### config.mk
export PLATFORM = sky130hd
export DESIGN_NAME = wormhole_output_arbiter_flat
export DESIGN_NICKNAME = d
export VERILOG_FILES = /design/src/rtl/wormhole_output_arbiter_if.sv /design/src/rtl/wormhole_output_arbiter.sv /design/src/flat_wrapper.sv
export SDC_FILE = /design/constraint.sdc
export NUM_CORES = 1
export LEC_CHECK = 0
export ABC_CLOCK_PERIOD_IN_PS = 5300
export BUFFER_PORTS_ARGS = -buffer_cell sky130_fd_sc_hd__buf_2
export CORE_MARGIN = 2
export CORE_UTILIZATION = 40
export DETAILED_ROUTE_END_ITERATION = 10
export PLACE_DENSITY_LB_ADDON = 0.15
export SYNTH_ARGS = -nofsm -noshare
export SYNTH_HDL_FRONTEND = slang
export SYNTH_SLANG_ARGS = --single-unit
### constraint.sdc
create_clock -name clk_i -period 5.3 [get_ports clk_i]
set_input_delay 0.53 -clock clk_i [delete_from_list [all_inputs] [get_ports clk_i]]
set_output_delay 0.53 -clock clk_i [all_outputs]
set_load 0.01 [all_outputs]
### src/rtl/wormhole_output_arbiter_if.sv
// Handshake bundle between the input ports, the arbiter and the downstream link.
// slave = arbiter view, master = driver view (inputs, downstream ready).
interface wormhole_output_arbiter_if #(
  parameter int IN_N      = 5,
  parameter int CHANNEL_W = 8
);
  logic [IN_N*CHANNEL_W-1:0] in_data_i;
  logic [IN_N-1:0]           in_vld_i;
  logic [IN_N-1:0]           in_req_i;
  logic [IN_N-1:0]           in_rdy_o;
  logic [CHANNEL_W-1:0]      out_data_o;
  logic                      out_vld_o;
  logic                      out_rdy_i;
  logic [IN_N-1:0]           grant_o;
  logic                      busy_o;

  modport slave (
    input  in_data_i, in_vld_i, in_req_i, out_rdy_i,
    output in_rdy_o, out_data_o, out_vld_o, grant_o, busy_o
  );

  modport master (
    output in_data_i, in_vld_i, in_req_i, out_rdy_i,
    input  in_rdy_o, out_data_o, out_vld_o, grant_o, busy_o
  );
endinterface

### src/rtl/wormhole_output_arbiter.sv
// Round-robin wormhole output arbiter: a HEAD flit wins the output, which stays locked until its TAIL.
// Optional TAIL-transfer counter on pkt_cnt_o when WH_ARB_PKT_CNT_EN is defined.
module wormhole_output_arbiter #(
  parameter int IN_N        = 5,
  parameter int FLIT_DATA_W = 6,
  parameter int FLIT_ID_W   = 2
) (
  input  logic clk_i,
  input  logic rst_i,
  wormhole_output_arbiter_if.slave arb
`ifdef WH_ARB_PKT_CNT_EN
  ,
  output logic [15:0] pkt_cnt_o
`endif
);

  localparam int CHANNEL_W = FLIT_DATA_W + FLIT_ID_W;
  localparam int PTR_W     = (IN_N > 1) ? $clog2(IN_N) : 1;
  localparam logic [FLIT_ID_W-1:0] ID_HEAD = 2'b01;
  localparam logic [FLIT_ID_W-1:0] ID_TAIL = 2'b11;

  typedef enum logic {S_IDLE, S_LOCKED} state_t;

  state_t             state_q, state_d;
  logic [IN_N-1:0]    grant_q, grant_d;
  logic [PTR_W-1:0]   owner_q, owner_d;
  logic [PTR_W-1:0]   ptr_q, ptr_d;
  logic [CHANNEL_W-1:0] slice [IN_N];
  logic [IN_N-1:0]    cand;
  logic               owner_tail;
  logic               found;
  int unsigned        idx;

  always_comb begin
    cand = '0;
    for (int unsigned i = 0; i < IN_N; i++) begin
      slice[i] = arb.in_data_i[i*CHANNEL_W +: CHANNEL_W];
      cand[i]  = arb.in_vld_i[i] & arb.in_req_i[i] &
                 (slice[i][CHANNEL_W-1 -: FLIT_ID_W] == ID_HEAD);
    end
  end

  assign owner_tail = arb.in_vld_i[owner_q] & arb.out_rdy_i &
                      (slice[owner_q][CHANNEL_W-1 -: FLIT_ID_W] == ID_TAIL);

  always_comb begin
    state_d        = state_q;
    grant_d        = grant_q;
    owner_d        = owner_q;
    ptr_d          = ptr_q;
    found          = 1'b0;
    idx            = 0;
    arb.out_data_o = '0;
    arb.out_vld_o  = 1'b0;
    arb.in_rdy_o   = '0;
    unique case (state_q)
      S_IDLE: begin
        // Rotating search starting at ptr, wrapping modulo IN_N
        for (int unsigned off = 0; off < IN_N; off++) begin
          idx = 32'(ptr_q) + off;
          if (idx >= IN_N) idx = idx - IN_N;
          if (!found && cand[idx]) begin
            found   = 1'b1;
            owner_d = PTR_W'(idx);
          end
        end
        if (found) begin
          state_d          = S_LOCKED;
          grant_d          = '0;
          grant_d[owner_d] = 1'b1;
        end
      end
      S_LOCKED: begin
        arb.out_data_o        = slice[owner_q];
        arb.out_vld_o         = arb.in_vld_i[owner_q];
        arb.in_rdy_o[owner_q] = arb.out_rdy_i;
        if (owner_tail) begin
          state_d = S_IDLE;
          grant_d = '0;
          ptr_d   = (owner_q == PTR_W'(IN_N-1)) ? '0 : owner_q + 1'b1;
        end
      end
      default: state_d = S_IDLE;
    endcase
  end

  always_ff @(posedge clk_i or posedge rst_i) begin
    if (rst_i) begin
      state_q <= S_IDLE;
      grant_q <= '0;
      owner_q <= '0;
      ptr_q   <= '0;
    end else begin
      state_q <= state_d;
      grant_q <= grant_d;
      owner_q <= owner_d;
      ptr_q   <= ptr_d;
    end
  end

  assign arb.grant_o = grant_q;
  assign arb.busy_o  = (state_q == S_LOCKED);

`ifdef WH_ARB_PKT_CNT_EN
  logic [15:0] pkt_cnt_q;

  always_ff @(posedge clk_i or posedge rst_i) begin
    if (rst_i) begin
      pkt_cnt_q <= '0;
    end else if ((state_q == S_LOCKED) && owner_tail && (pkt_cnt_q != '1)) begin
      pkt_cnt_q <= pkt_cnt_q + 16'd1;
    end
  end

  assign pkt_cnt_o = pkt_cnt_q;
`endif

endmodule

### src/flat_wrapper.sv
// flat-port wrapper written by rule: the top's interface ports become plain ports
module wormhole_output_arbiter_flat 
#(
  parameter int IN_N        = 5,
  parameter int FLIT_DATA_W = 6,
  parameter int FLIT_ID_W   = 2
)
  (clk_i, rst_i, arb_in_data_i, arb_in_vld_i, arb_in_req_i, arb_out_rdy_i, arb_in_rdy_o, arb_out_data_o, arb_out_vld_o, arb_grant_o, arb_busy_o);
  wormhole_output_arbiter_if #(.IN_N(IN_N), .CHANNEL_W(8)) arb_i ();
  input  logic clk_i;
  input  logic rst_i;
  input wire logic [$bits(arb_i.in_data_i)-1:0] arb_in_data_i;
  input wire logic [$bits(arb_i.in_vld_i)-1:0] arb_in_vld_i;
  input wire logic [$bits(arb_i.in_req_i)-1:0] arb_in_req_i;
  input wire logic [$bits(arb_i.out_rdy_i)-1:0] arb_out_rdy_i;
  output wire logic [$bits(arb_i.in_rdy_o)-1:0] arb_in_rdy_o;
  output wire logic [$bits(arb_i.out_data_o)-1:0] arb_out_data_o;
  output wire logic [$bits(arb_i.out_vld_o)-1:0] arb_out_vld_o;
  output wire logic [$bits(arb_i.grant_o)-1:0] arb_grant_o;
  output wire logic [$bits(arb_i.busy_o)-1:0] arb_busy_o;
  assign arb_i.in_data_i = arb_in_data_i;
  assign arb_i.in_vld_i = arb_in_vld_i;
  assign arb_i.in_req_i = arb_in_req_i;
  assign arb_i.out_rdy_i = arb_out_rdy_i;
  assign arb_in_rdy_o = arb_i.in_rdy_o;
  assign arb_out_data_o = arb_i.out_data_o;
  assign arb_out_vld_o = arb_i.out_vld_o;
  assign arb_grant_o = arb_i.grant_o;
  assign arb_busy_o = arb_i.busy_o;
  wormhole_output_arbiter #(.IN_N(IN_N), .FLIT_DATA_W(FLIT_DATA_W), .FLIT_ID_W(FLIT_ID_W)) u_core (.clk_i(clk_i), .rst_i(rst_i), .arb(arb_i));
endmodule
-- Yosys cells after proc, flatten, opt, wreduce, memory -nomap -nowiden
Cells that the tools add are included.
- output and inout bits: 20
- flip-flop bits (word level): 12
- word-level logic and storage cells: 120
- reductions and logical operators: 12
- add/sub/neg operators: 10
- bitwise gates (word level): 15
- multiplexer cells: 55
- magnitude comparators: 15
- eq/ne operators: 9
- operator list (cell ; number):
    32-bit two-way mux ; 10
    32-bit by 4-bit < comparator with 1-bit output, second input constant ; 5
    32-bit by 3-bit >= comparator with 1-bit output, second input constant ; 4
    32-bit by 3-bit subtractor with 32-bit output, second input constant ; 4
    8-bit binary-select mux with 3-bit select ; 1
    8-bit two-way mux ; 3
    1-bit two-way mux ; 21
    3-bit two-way mux ; 7
    1-bit binary-select mux with 3-bit select ; 6
    5-bit two-way mux ; 3
    1-bit bitwise AND ; 12
    2-bit by 1-bit equality test with 1-bit output, second input constant ; 5
    5-bit case mux with 2 select lines ; 1
    3-bit by 2-bit adder with 4-bit output, second input constant ; 2
    3-bit by 4-bit < comparator with 1-bit output, second input constant ; 2
    1-bit demux with 3-bit select ; 2
    3-bit by 1-bit >= comparator with 1-bit output, second input constant ; 2
    1-bit logical AND ; 6
    5-bit bitwise AND ; 1
    3-bit by 1-bit adder with 4-bit output, second input constant ; 1
    3-bit by 3-bit adder with 4-bit output, second input constant ; 1
    4-bit >= comparator, second input constant ; 1
    1-bit zero test ; 4
    3-bit NOT with 4-bit output ; 1
    10 further kinds ; 11

-- Longest topological paths before layout
- depth in word-level cells: 29
- gate-level depth with buffers: 15
- mapped depth without buffers: 13

-- Least setup slack after synthesis
Ideal clock, no wire load.
- path kind: flip-flop to flip-flop
- start: register u_core.ptr_q[0]
- end: register u_core.grant_q[3] (netlist: u_core.arb.grant_o[3])
- arrival time: 3291 ps
- setup time: 95 ps
- path slack: 1914 ps
- path buffers: 2
- stages on the path, launching flop included: 13
- period minus slack after synthesis: 3386 ps
- cell sequence: dfrtp_1 -> buf_4 -> clkinv_1 -> ha_1 -> ha_1 -> buf_2 -> nand2_1 -> a41o_1 -> a211o_1 -> a211oi_2 -> or4b_4 -> o211a_2 -> o31ai_1
- cells in the longest elaborated chain, start to end: 29
- ends and longest elaborated chain (element ; RTL line ; source):
    start: declaration ; wormhole_output_arbiter.sv:27 ; logic [PTR_W-1:0] ptr_q, ptr_d;
    start signal: assignment ; wormhole_output_arbiter.sv:97 ; ptr_q <= ptr_d;
    branches (longest 29 deep; another with 32-bit by 3-bit subtractor with 32-bit output) ; n/a ;
    end signal: assignment ; wormhole_output_arbiter.sv:95 ; grant_q <= grant_d;
    end: declaration ; wormhole_output_arbiter.sv:25 ; logic [IN_N-1:0] grant_q, grant_d;
Several ways; the timed one is not identified. The select of a mux whose other input is x is not followed.
A chain may end at the register's enable or synchronous reset.

-- Final worst setup path
Same ends and word-level chain as after synthesis.

==> flow_summary_export.csv <==
group,metric,value,unit
yosys,synth_top_area_share,13.6,%
cts,cts_made_buffers,3,
min_path,min_path_type,"primary input to asynchronous set/reset pin",
power_and_ir_drop,ir_worst_vdd,0.0678,mV
cts,postCtsSetupBuffers,0,
placement,dpl.hpwl,4.97,mm
yosys,synthTopCellsByArea,"dfrtp_1, mux2i_1, ha_1, mux4_2, nand2_1",
grt,antenna_found_initial,0,
yosys,synthesis.area,0.00220,mm2
critical_path,crit_buf_inv,1,
grt,use_met3,1.61,%
timing,fin_crit_sh,82.7,%
yosys,synth_async_sr_flop_share,100,%
yosys,synth_most_common_cell,"nand2_1",
grt,grt_pass1_wl,10.6,mm
drt,route.detailed.drc,0,
cts,ctsHtreeMaxLevel,1,
yosys,yosys_warnings,0,
final_layout,drive_gt1_share,29.7,%
critical_path,cp_cell_sequence,"clkinv_1 > ha_1 > ha_1 > nor2_1 > nand2_1 > a41o_1 > a211o_1 > a211oi_2 > or4b_4 > o211a_2 > o31ai_1",
cts,ctsResizeCount,0,
cts,clockRootBuffer,"clkbuf_8",
yosys,synth_cell_types,66,
cts,cts.path.max_buffers,2,
grt,grt-ovfl-total,0,
drt,drtPass1Iterations,4,
die,core,0.00541,mm2
grt,grt_max_degree,22,
critical_path,crit_type,"flop to flop",
drt,vias,2453,
placement,gp_congestion,0.897,
timing,hold_viol_final,0,
critical_path,cp_common_cell,"ha_1",
timing,relSlewSlack,39.7,%
timing,final-setup-viol-count,0,
job,cap_violations,0,
final_layout,fillers,544,
die,start_util,40.7,%
timing,fin_tns_setup,0,ns
yosys,synth_flop_cell,"dfrtp_1",
die,die_h,78.2,um
outcome,status,"finished clean",
grt,grtUsageMet1,29.2,%
drt,viasPerCell,5.95,
power_and_ir_drop,leakage,1.26,nW
timing,rsz0062_at_grt,"no",
drt,drtIter0Drc,210,
drt,ant_nets,0,
final_layout,num_antenna_cells,0,
drt,routedWlPerCell,15.4,um
cts,clkTransAtPathRegs,0.06,ns
yosys,ys_ff_latch,12,
final_layout,final_cells,412,
yosys,synth_edf_count,0,
die,dieArea,0.00611,mm2
grt,grt_use_total,21.0,%
die,ios,73,
critical_path,cp-start-kind,"flop",
final_layout,nets,407,
yosys,yosysTopAreaCell,"dfrtp_1",
yosys,postSynthCellCount,279,
cts,hold_buffers,0,
die,std_cell_rows,27,
final_layout,fin_util,48.7,%
placement,post-place-cells,408,
critical_path,end_kind,"flop",
yosys,synth_commonest_cells,"nand2_1, nor2_1, mux2i_1, a21oi_1",
grt,grtUsageMet2,34.6,%
critical_path,crit_slowest_cell,"dfrtp_1",
timing,clock.fmax,228,MHz
critical_path,worstPathRequired,5.44,ns
cts,cts_tree,"done",
timing,tightest_slew,0.904,ns
cts,cts.sinks,12,
critical_path,crit_family,"compound AO/OA/AOI/OAI gates",
cts,clk_latency,0.25,ns
yosys,syn-num-nets,345,
timing,fin_crit,4.38,ns
grt,busiest_layer,"met2",
die,die_w,78.2,um
yosys,syn_avg_cell_area,7.89,um2
final_layout,area_delta_synth_final,19.6,%
power_and_ir_drop,power_density,107,mW/mm2
critical_path,slowest_delay,0.82,ns
timing,fin_worst_skew,0.00318,ns
yosys,seq_area_frac_synth,13.6,%
critical_path,worstPathMaxFanout,21,
critical_path,worst_ep_arrival_time,4.52,ns
drt,routed_wl,6.36,mm
grt,first_global_vias,2282,
placement,port-buffer-count,72,
timing,slew_viol_final,0,
-- cells in the final DEF, fill, tap and decap left out, drive strengths merged, types with 9 or more instances in the layout --
master and n:
buf 73, a21oi 16, nand2 23, mux2i 17, nand3 11, inv 14
dfrtp 12, o21ai 15, nor2 22, ha 12, nor3 9
-- logic make-up after synthesis --
| kind of cell | Yosys count | synth area share (%) |
|---|---|---|
| and+or+nand+nor | 104 | 24.7 |
| AOI/OAI and AO/OA | 89 | 30.0 |
| buffers and inverters | 31 | 6.31 |
| muxes | 26 | 15.7 |
| adders and majority gates | 13 | 7.73 |
| DFF | 12 | 13.6 |
| xor gates and xnor gates | 4 | 1.93 |
-- final cells by class --
type	count	area, um2	share of cell area, %
multi-input cells	236	1760	67.0
inverters	15	56.3	2.14
well taps	72	90.1	3.42
repair buffers	73	368	14.0
flip-flops and latches	12	300	11.4
clock buffers	4	55.1	2.09
-- layer usage --
layer	vias to the layer above	routed length, um
li1	1199	-
met1	1136	2890
met2	105	2940
met3	13	397
met4	0	139
met5	-	0
-- power breakdown --
part / leakage [nW] / internal, mW / switching (mW) / total (mW)
Sequential: 0.137 / 0.0931 / 0.00570 / 0.0988
Clock: 0.0288 / 0.0658 / 0.0366 / 0.102
Combinational: 1.10 / 0.0401 / 0.0415 / 0.0816
Total: 1.26 / 0.199 / 0.0837 / 0.283
-- sequential cells by signal, indices dropped and copies added (netlist names) --
name,flops
u_core.arb.busy_o,1
u_core.arb.grant_o,5
u_core.owner_q,3
u_core.ptr_q,3
-- stage by stage --
step	power (mW)	area (um2)	worst slack, ns	hold slack, ns
floorplan	0.149	2200	1.91	0.395
detailed placement	0.181	2580	0.977	0.491
CTS	0.282	2630	0.950	0.300
global placement	0.181	2580	1.09	0.482
global route	0.299	2630	0.581	0.323
finish	0.283	2630	0.918	0.279
-- worst reg2reg max path, cell delays in order (launching register included) --
cell      delay [ns]
dfrtp_1         0.82
clkinv_1        0.48
ha_1            0.39
ha_1            0.45
nor2_1          0.20
nand2_1         0.08
a41o_1          0.23
a211o_1         0.35
a211oi_2        0.35
or4b_4          0.51
o211a_2         0.17
o31ai_1         0.26
-- path summary, 6_finish.rpt --
path,from,endpoint,slack [ns],cells after the start
setup reg to reg,u_core.ptr_q[0]$_DFFE_PP0P_,u_core.arb.grant_o[3]$_DFFE_PP0P_,0.92,11
hold / removal,rst_i,u_core.owner_q[2]$_DFFE_PP0N_,0.28,2
max in group asynchronous,rst_i,u_core.ptr_q[0]$_DFFE_PP0P_,4.71,2
min in group clk_i,u_core.arb.grant_o[0]$_DFFE_PP0P_,u_core.arb.grant_o[0]$_DFFE_PP0P_,0.50,2
setup / recovery,u_core.ptr_q[0]$_DFFE_PP0P_,u_core.arb.grant_o[3]$_DFFE_PP0P_,0.92,11
hold reg to reg,u_core.arb.grant_o[0]$_DFFE_PP0P_,u_core.arb.grant_o[0]$_DFFE_PP0P_,0.50,2
Note: power is estimated with default switching activity, not from simulation.
